`src/rtl/result_writeback.sv`:
```
// Final datapath stage: steers the ALU result to the A/B/I/H banks or the A/B output I/O ports,
// and keeps a per-thread carry flag that is fed back to the ALU.
module result_writeback #(
    parameter int unsigned WORD_WIDTH      = 36,
    parameter int unsigned OPCODE_WIDTH    = 4,
    parameter int unsigned D_OPERAND_WIDTH = 12,
    parameter int unsigned THREAD_COUNT    = 8,
    parameter int unsigned THREAD_WIDTH    = 3,
    parameter int unsigned THREAD_INIT     = 0,
    parameter int unsigned IO_PORT_COUNT   = 4,
    parameter logic [OPCODE_WIDTH-1:0] CARRY_OP_0 = 4'h4,
    parameter logic [OPCODE_WIDTH-1:0] CARRY_OP_1 = 4'h5
) (
    input  logic                         clock,
    input  logic                         reset,
    input  logic [WORD_WIDTH-1:0]        R,
    input  logic [OPCODE_WIDTH-1:0]      op,
    input  logic [D_OPERAND_WIDTH-1:0]   D,
    input  logic                         c,
    input  logic                         annul,
    input  logic [IO_PORT_COUNT-1:0]     io_full_A,
    input  logic [IO_PORT_COUNT-1:0]     io_full_B,
    input  logic [THREAD_WIDTH-1:0]      carry_thread,
    output logic                         carry_rd,
    output logic [D_OPERAND_WIDTH-3:0]   wr_addr,
    output logic [WORD_WIDTH-1:0]        wr_data,
    output logic                         A_wren,
    output logic                         B_wren,
    output logic                         I_wren,
    output logic                         H_wren,
    output logic [IO_PORT_COUNT-1:0]     io_wren_A,
    output logic [IO_PORT_COUNT-1:0]     io_wren_B,
    output logic                         io_blocked,
    output logic [THREAD_WIDTH-1:0]      wb_thread
);

    localparam int unsigned LOCAL_WIDTH = D_OPERAND_WIDTH - 2;
    localparam int unsigned IO_BASE     = (1 << LOCAL_WIDTH) - IO_PORT_COUNT;
    localparam int unsigned PORT_WIDTH  = (IO_PORT_COUNT > 1) ? $clog2(IO_PORT_COUNT) : 1;

    localparam logic [1:0] BANK_A = 2'b00;
    localparam logic [1:0] BANK_B = 2'b01;
    localparam logic [1:0] BANK_I = 2'b10;
    localparam logic [1:0] BANK_H = 2'b11;

    logic [THREAD_WIDTH-1:0]  thread_cnt;
    logic [THREAD_COUNT-1:0]  carry_file;

    logic [1:0]               bank_c;
    logic [LOCAL_WIDTH-1:0]   local_c;
    logic [PORT_WIDTH-1:0]    port_c;
    logic                     io_zone_c;
    logic                     io_hit_c;
    logic                     port_full_c;
    logic                     blocked_c;
    logic                     carry_we_c;
    logic [3:0]               mem_wren_c;
    logic [IO_PORT_COUNT-1:0] io_wren_A_c;
    logic [IO_PORT_COUNT-1:0] io_wren_B_c;
    logic [THREAD_WIDTH-1:0]  thread_next_c;

    // Address decode, backpressure and enable generation for the incoming result
    always_comb begin
        bank_c      = D[D_OPERAND_WIDTH-1 -: 2];
        local_c     = D[LOCAL_WIDTH-1:0];
        io_zone_c   = (local_c >= LOCAL_WIDTH'(IO_BASE));
        port_c      = PORT_WIDTH'(local_c - LOCAL_WIDTH'(IO_BASE));
        io_hit_c    = io_zone_c && ((bank_c == BANK_A) || (bank_c == BANK_B));
        port_full_c = (bank_c == BANK_A) ? io_full_A[port_c] : io_full_B[port_c];
        blocked_c   = !annul && io_hit_c && port_full_c;
        carry_we_c  = !annul && !blocked_c && ((op == CARRY_OP_0) || (op == CARRY_OP_1));

        mem_wren_c  = 4'b0000;
        io_wren_A_c = '0;
        io_wren_B_c = '0;
        if (!annul) begin
            if (io_hit_c) begin
                if (!port_full_c) begin
                    if (bank_c == BANK_A) io_wren_A_c = IO_PORT_COUNT'(1) << port_c;
                    else                  io_wren_B_c = IO_PORT_COUNT'(1) << port_c;
                end
            end else begin
                case (bank_c)
                    BANK_A:  mem_wren_c = 4'b1000;
                    BANK_B:  mem_wren_c = 4'b0100;
                    BANK_I:  mem_wren_c = 4'b0010;
                    BANK_H:  mem_wren_c = 4'b0001;
                    default: mem_wren_c = 4'b0000;
                endcase
            end
        end

        thread_next_c = (thread_cnt == THREAD_WIDTH'(THREAD_COUNT - 1)) ?
                        '0 : thread_cnt + THREAD_WIDTH'(1);
    end

    // Output register stage and round-robin thread tag
    always_ff @(posedge clock) begin
        if (reset) begin
            thread_cnt <= THREAD_WIDTH'(THREAD_INIT);
            wb_thread  <= THREAD_WIDTH'(THREAD_INIT);
            wr_addr    <= '0;
            wr_data    <= '0;
            A_wren     <= 1'b0;
            B_wren     <= 1'b0;
            I_wren     <= 1'b0;
            H_wren     <= 1'b0;
            io_wren_A  <= '0;
            io_wren_B  <= '0;
            io_blocked <= 1'b0;
        end else begin
            thread_cnt <= thread_next_c;
            wb_thread  <= thread_cnt;
            wr_addr    <= local_c;
            wr_data    <= R;
            {A_wren, B_wren, I_wren, H_wren} <= mem_wren_c;
            io_wren_A  <= io_wren_A_c;
            io_wren_B  <= io_wren_B_c;
            io_blocked <= blocked_c;
        end
    end

    // Carry file with write-first read-back for the thread now issuing
    always_ff @(posedge clock) begin
        if (reset) begin
            carry_file <= '0;
            carry_rd   <= 1'b0;
        end else begin
            if (carry_we_c) carry_file[thread_cnt] <= c;
            if (carry_we_c && (carry_thread == thread_cnt)) carry_rd <= c;
            else                                            carry_rd <= carry_file[carry_thread];
        end
    end

endmodule

```
`config.mk`:
```
export PLATFORM = sky130hd
export DESIGN_NAME = result_writeback
export DESIGN_NICKNAME = d
export VERILOG_FILES = /design/src/rtl/result_writeback.sv
export SDC_FILE = /design/constraint.sdc
export NUM_CORES = 1
export LEC_CHECK = 0
export BUFFER_PORTS_ARGS = -buffer_cell sky130_fd_sc_hd__buf_2
export CAP_MARGIN = 20
export CORE_ASPECT_RATIO = 1.1
export CORE_MARGIN = 8
export CORE_UTILIZATION = 40
export CTS_CLUSTER_DIAMETER = 120
export DETAILED_ROUTE_END_ITERATION = 10
export HOLD_SLACK_MARGIN = 0.05
export PLACE_DENSITY = 0.73
export SLEW_MARGIN = 10
export SYNTH_ARGS = -nofsm -noshare
export SYNTH_HDL_FRONTEND = slang
export SYNTH_SLANG_ARGS = --single-unit
```
`constraint.sdc`:
```
create_clock -name clock -period 1.6 [get_ports clock]
set_input_delay 0.4 -clock clock [delete_from_list [all_inputs] [get_ports clock]]
set_output_delay 0.4 -clock clock [all_outputs]
set_load 0.005 [all_outputs]
```
==> summary.md <==
The worst hold path passes through 2 cells. The die is 91.21 um wide. Growth of design area from synthesis to finish: 40.02%. The tightest min-delay check is of the primary input to register type. Average via count per standard cell: 4.474. Timing analysis after detailed placement gives a worst setup slack of -0.2031 ns. For this block, the initial DRC count from the detailed router was 52. The run gives 0 as the number of slew-limit violations in the final report.

The mux contribution to synthesized area was 7.290%. Summing the areas of all fa, ha and maj instances in the mapped netlist gives 1.006% of the synthesized area. Yosys mapped the design onto 30 distinct sky130hd cell types.

The smallest clock period supported by the final layout is computed as 1.447 ns. The element type at the critical path start is a primary input. The overflow left after global routing is 0. In this run, post-CTS hold repair placed 0 buffers. In this run, placement finished with an instance count of 427. Across the run, the number of max-cap violations was 0. Counting along the longest clock path gives a buffer depth of 2. The final worst clock skew is 0.001871 ns, and the number of iterations in the first detailed-routing pass is 4. The share of the synthesized netlist area taken by xor and xnor gates came out at 1.056%. Commonest non-fill, non-tap cell in the layout: buf_2. The finished cells cover 0.003485 mm2. The floorplan has 30 rows. The remaining antenna violation count after routing is 0, and the area of the mapped netlist is 0.002489 mm2. For the number of global-route vias before repair, the log shows 2019. The tools report the end of the worst register-to-register path as carry_rd. The share of synthesized area in the top cell type comes to 59.53%.

The count of yosys warnings during synthesis was 0. The number of clock buffers added by TritonCTS is 9. The total setup violations reported at the end of the flow came out at 0. The startpoint identified for the worst hold timing path is R[20]. For this design the static power due to leakage is 1.730 nW.

In this run the tool buffered the top-level ports with 128 buffer cells. The post-route clock period utilization was 90.41%; the total of flip-flops plus latches after synthesis was 74. The antenna diode count came out at 0. The placed standard-cell area was 0.003244 mm2. The tools report the total routing usage reported by global routing as 14.15%. The final HPWL from detailed placement is 4922 um. The run gives 691.3 MHz as the highest clock rate. Leaving out fill and tap cells, the most frequent cells in the layout are buf_2, dfxtp_1, nor2b_1. The tools report the worst slew margin relative to its limit as 76.79%. The total wire length was 6301 um; the fraction of final layout cells with drive strength greater than 1 was 43.53%.

The cell count after synthesis came out at 224. Summing the areas of all compound-gate instances in the mapped netlist gives 1.760% of the synthesized area. The initial utilization of the core area, before any placement, comes to 40.93%. The logs give 1.66 ns for the worst endpoint data arrival time and 1.81 ns for the data required time at the worst endpoint. After synthesis, the largest family of logic cells by area is simple AND/OR/NAND/NOR gates. The count of instances resized after the clock tree is built came out at 0. In this run the power density over the cells is 1148 mW/mm2. The tools report the placeable core region as 0.006081 mm2.

Insertion delay to the later sink of the worst-skew pair: 0.34 ns. The post-synthesis area per instance is 11.11 um2. The clock transition at the register clock pins on the worst setup and hold paths after CTS was 0.08 ns; the clock sink count was 74.

Kind of critical path: primary input to register. After synthesis, flip-flops and latches occupy 59.53% of the total area. The maximum ir drop on the vdd rail is 630.0 uV. Once the clock tree was built, the setup fixing pass inserted 0 buffers. Post-layout worst setup margin: 0.1535 ns.

The worst setup path is captured at a register. For the post-route non-filler standard cell count, the log shows 443. The cell sitting at the root of the clock tree is a clkbuf_8. The global-route wire length before repair is 10050 um. Entering global routing, the biggest net connects 49 pins. The tools report the remaining routing DRC violations as 0. TritonCTS built the clock tree. The post-synthesis net count is 293.

In this run the vertical extent of the chip is 98.73 um. Of the total synthesized cell area, the portion taken by AND, OR, NAND and NOR gates is 26.45%. The initial antenna violation count is 0, and the I/O pin total is 130. The area of the die is 0.009004 mm2.

The run finished with clean final reports. By area the synthesized netlist is led by dfxtp_1, nor2b_1, mux2i_1. For the pin with the worst max-slew slack, the measured transition is 0.3482 ns. At the end of routability-driven placement, the weighted congestion stood at 0.8351. The hold path endpoint was wr_data[20]. After detailed routing, the average wire length per cell comes to 14.22 um. Across all layers, the routed design uses 1982 vias. For the total negative setup slack, the log shows 0 ns. Counting cells, the worst reg-to-reg path comes to 4. Along the worst path, the maximum fanout reaches 11. The final layout contains 427 nets.

Biggest area consumer among synthesized cells: dfxtp_1. Across all register-to-register paths, the minimum setup slack is 0.37 ns. The final hold violation count is 0. Setup repair after global routing left no endpoint under its margin.

Origin of the critical flop-to-flop path: carry_file[3]. The clock tree synthesis step divided the H-tree into 3 levels.
[power by group]
part           total, W  switching (W)  internal [W]
registers       0.00195      0.0000295       0.00192
clock network   0.00171       0.000673       0.00104
logic          0.000341       0.000152      0.000189
total           0.00400       0.000854       0.00315
[cells in the mapped netlist (all sizes together)]
master,n
or2b,1
nor2b,51
clkbuf,11
nand2b,10
nand4,7
buf,4
o21ai,2
ha,2
a22oi,1
mux2i,11
xor2,3
nor3b,3
and3,2
dfxtp,74
o21bai,1
mux4,2
nand4b,4
a311o,1
nor4b,1
o22a,1
nor2,14
mux2,2
nand2,6
nor3,7
nand3,3
[area by class of cell]
type | instances | area (um2)
clock buffers | 10 | 127.6
multi-input cells | 135 | 934.6
well taps | 80 | 100.1
clock inverters | 6 | 112.6
fillers | 554 | 2596
flip-flops and latches | 74 | 1481
repair buffers | 138 | 728.2
[cells by family after synthesis]
family / Yosys count
AOI/OAI and AO/OA: 6
muxes: 15
xor gates and xnor gates: 3
buffers and inverters: 15
adders and majority gates: 2
and+or+nand+nor: 109
DFF: 74
[how the worst max path moves through the flow]
stage | startpoint | end | slack, ns | depth (start not counted)
5_1_grt | D[1] | carry_file[4] | 0.04 | 6
3_5_place_dp | D[1] | carry_file[4] | -0.20 | 6
2_1_floorplan | D[1] | carry_file[0] | -0.01 | 7
6_report | D[1] | carry_file[3] | 0.15 | 6
3_3_place_gp | D[1] | carry_file[4] | -0.14 | 6
4_1_cts | D[1] | carry_file[4] | 0.17 | 6
[worst max-delay path, stage by stage]
cell and delay, ns:
buf_2 0.15, mux2_1 0.34, o22a_1 0.22, nand4b_2 0.24, nand4_1 0.15, mux2i_1 0.15
[flip-flops by register name (all words and copies together), names as in the netlist]
name,cells
A_wren,1
carry_file,8
carry_rd,1
B_wren,1
io_wren_B,4
io_blocked,1
H_wren,1
wr_data,36
wr_addr,10
io_wren_A,4
wb_thread,3
I_wren,1
thread_cnt,3
[metal layers]
layer | up-vias | share of wire, % | GRT usage, % | wire, um
li1 | 1010 | - | - | -
met1 | 904 | 37 | 13.90 | 2350
met2 | 61 | 54 | 24.75 | 3393
met3 | 7 | 7.9 | 5.703 | 498
met4 | 0 | 0.94 | 7.945 | 59
met5 | - | 0 | 0 | 0
[per-stage QoR]
step                utilization, %  hold slack, ns  total power [W]
floorplan                        -          0.4494         0.002140
global placement             53.35          0.4585         0.002325
detailed placement           53.35          0.4681         0.002335
CTS                          57.30          0.2423         0.004045
global route                 57.30          0.2489         0.004173
finish                       57.30          0.2562         0.004001
Power figures use the tool's default switching activity.
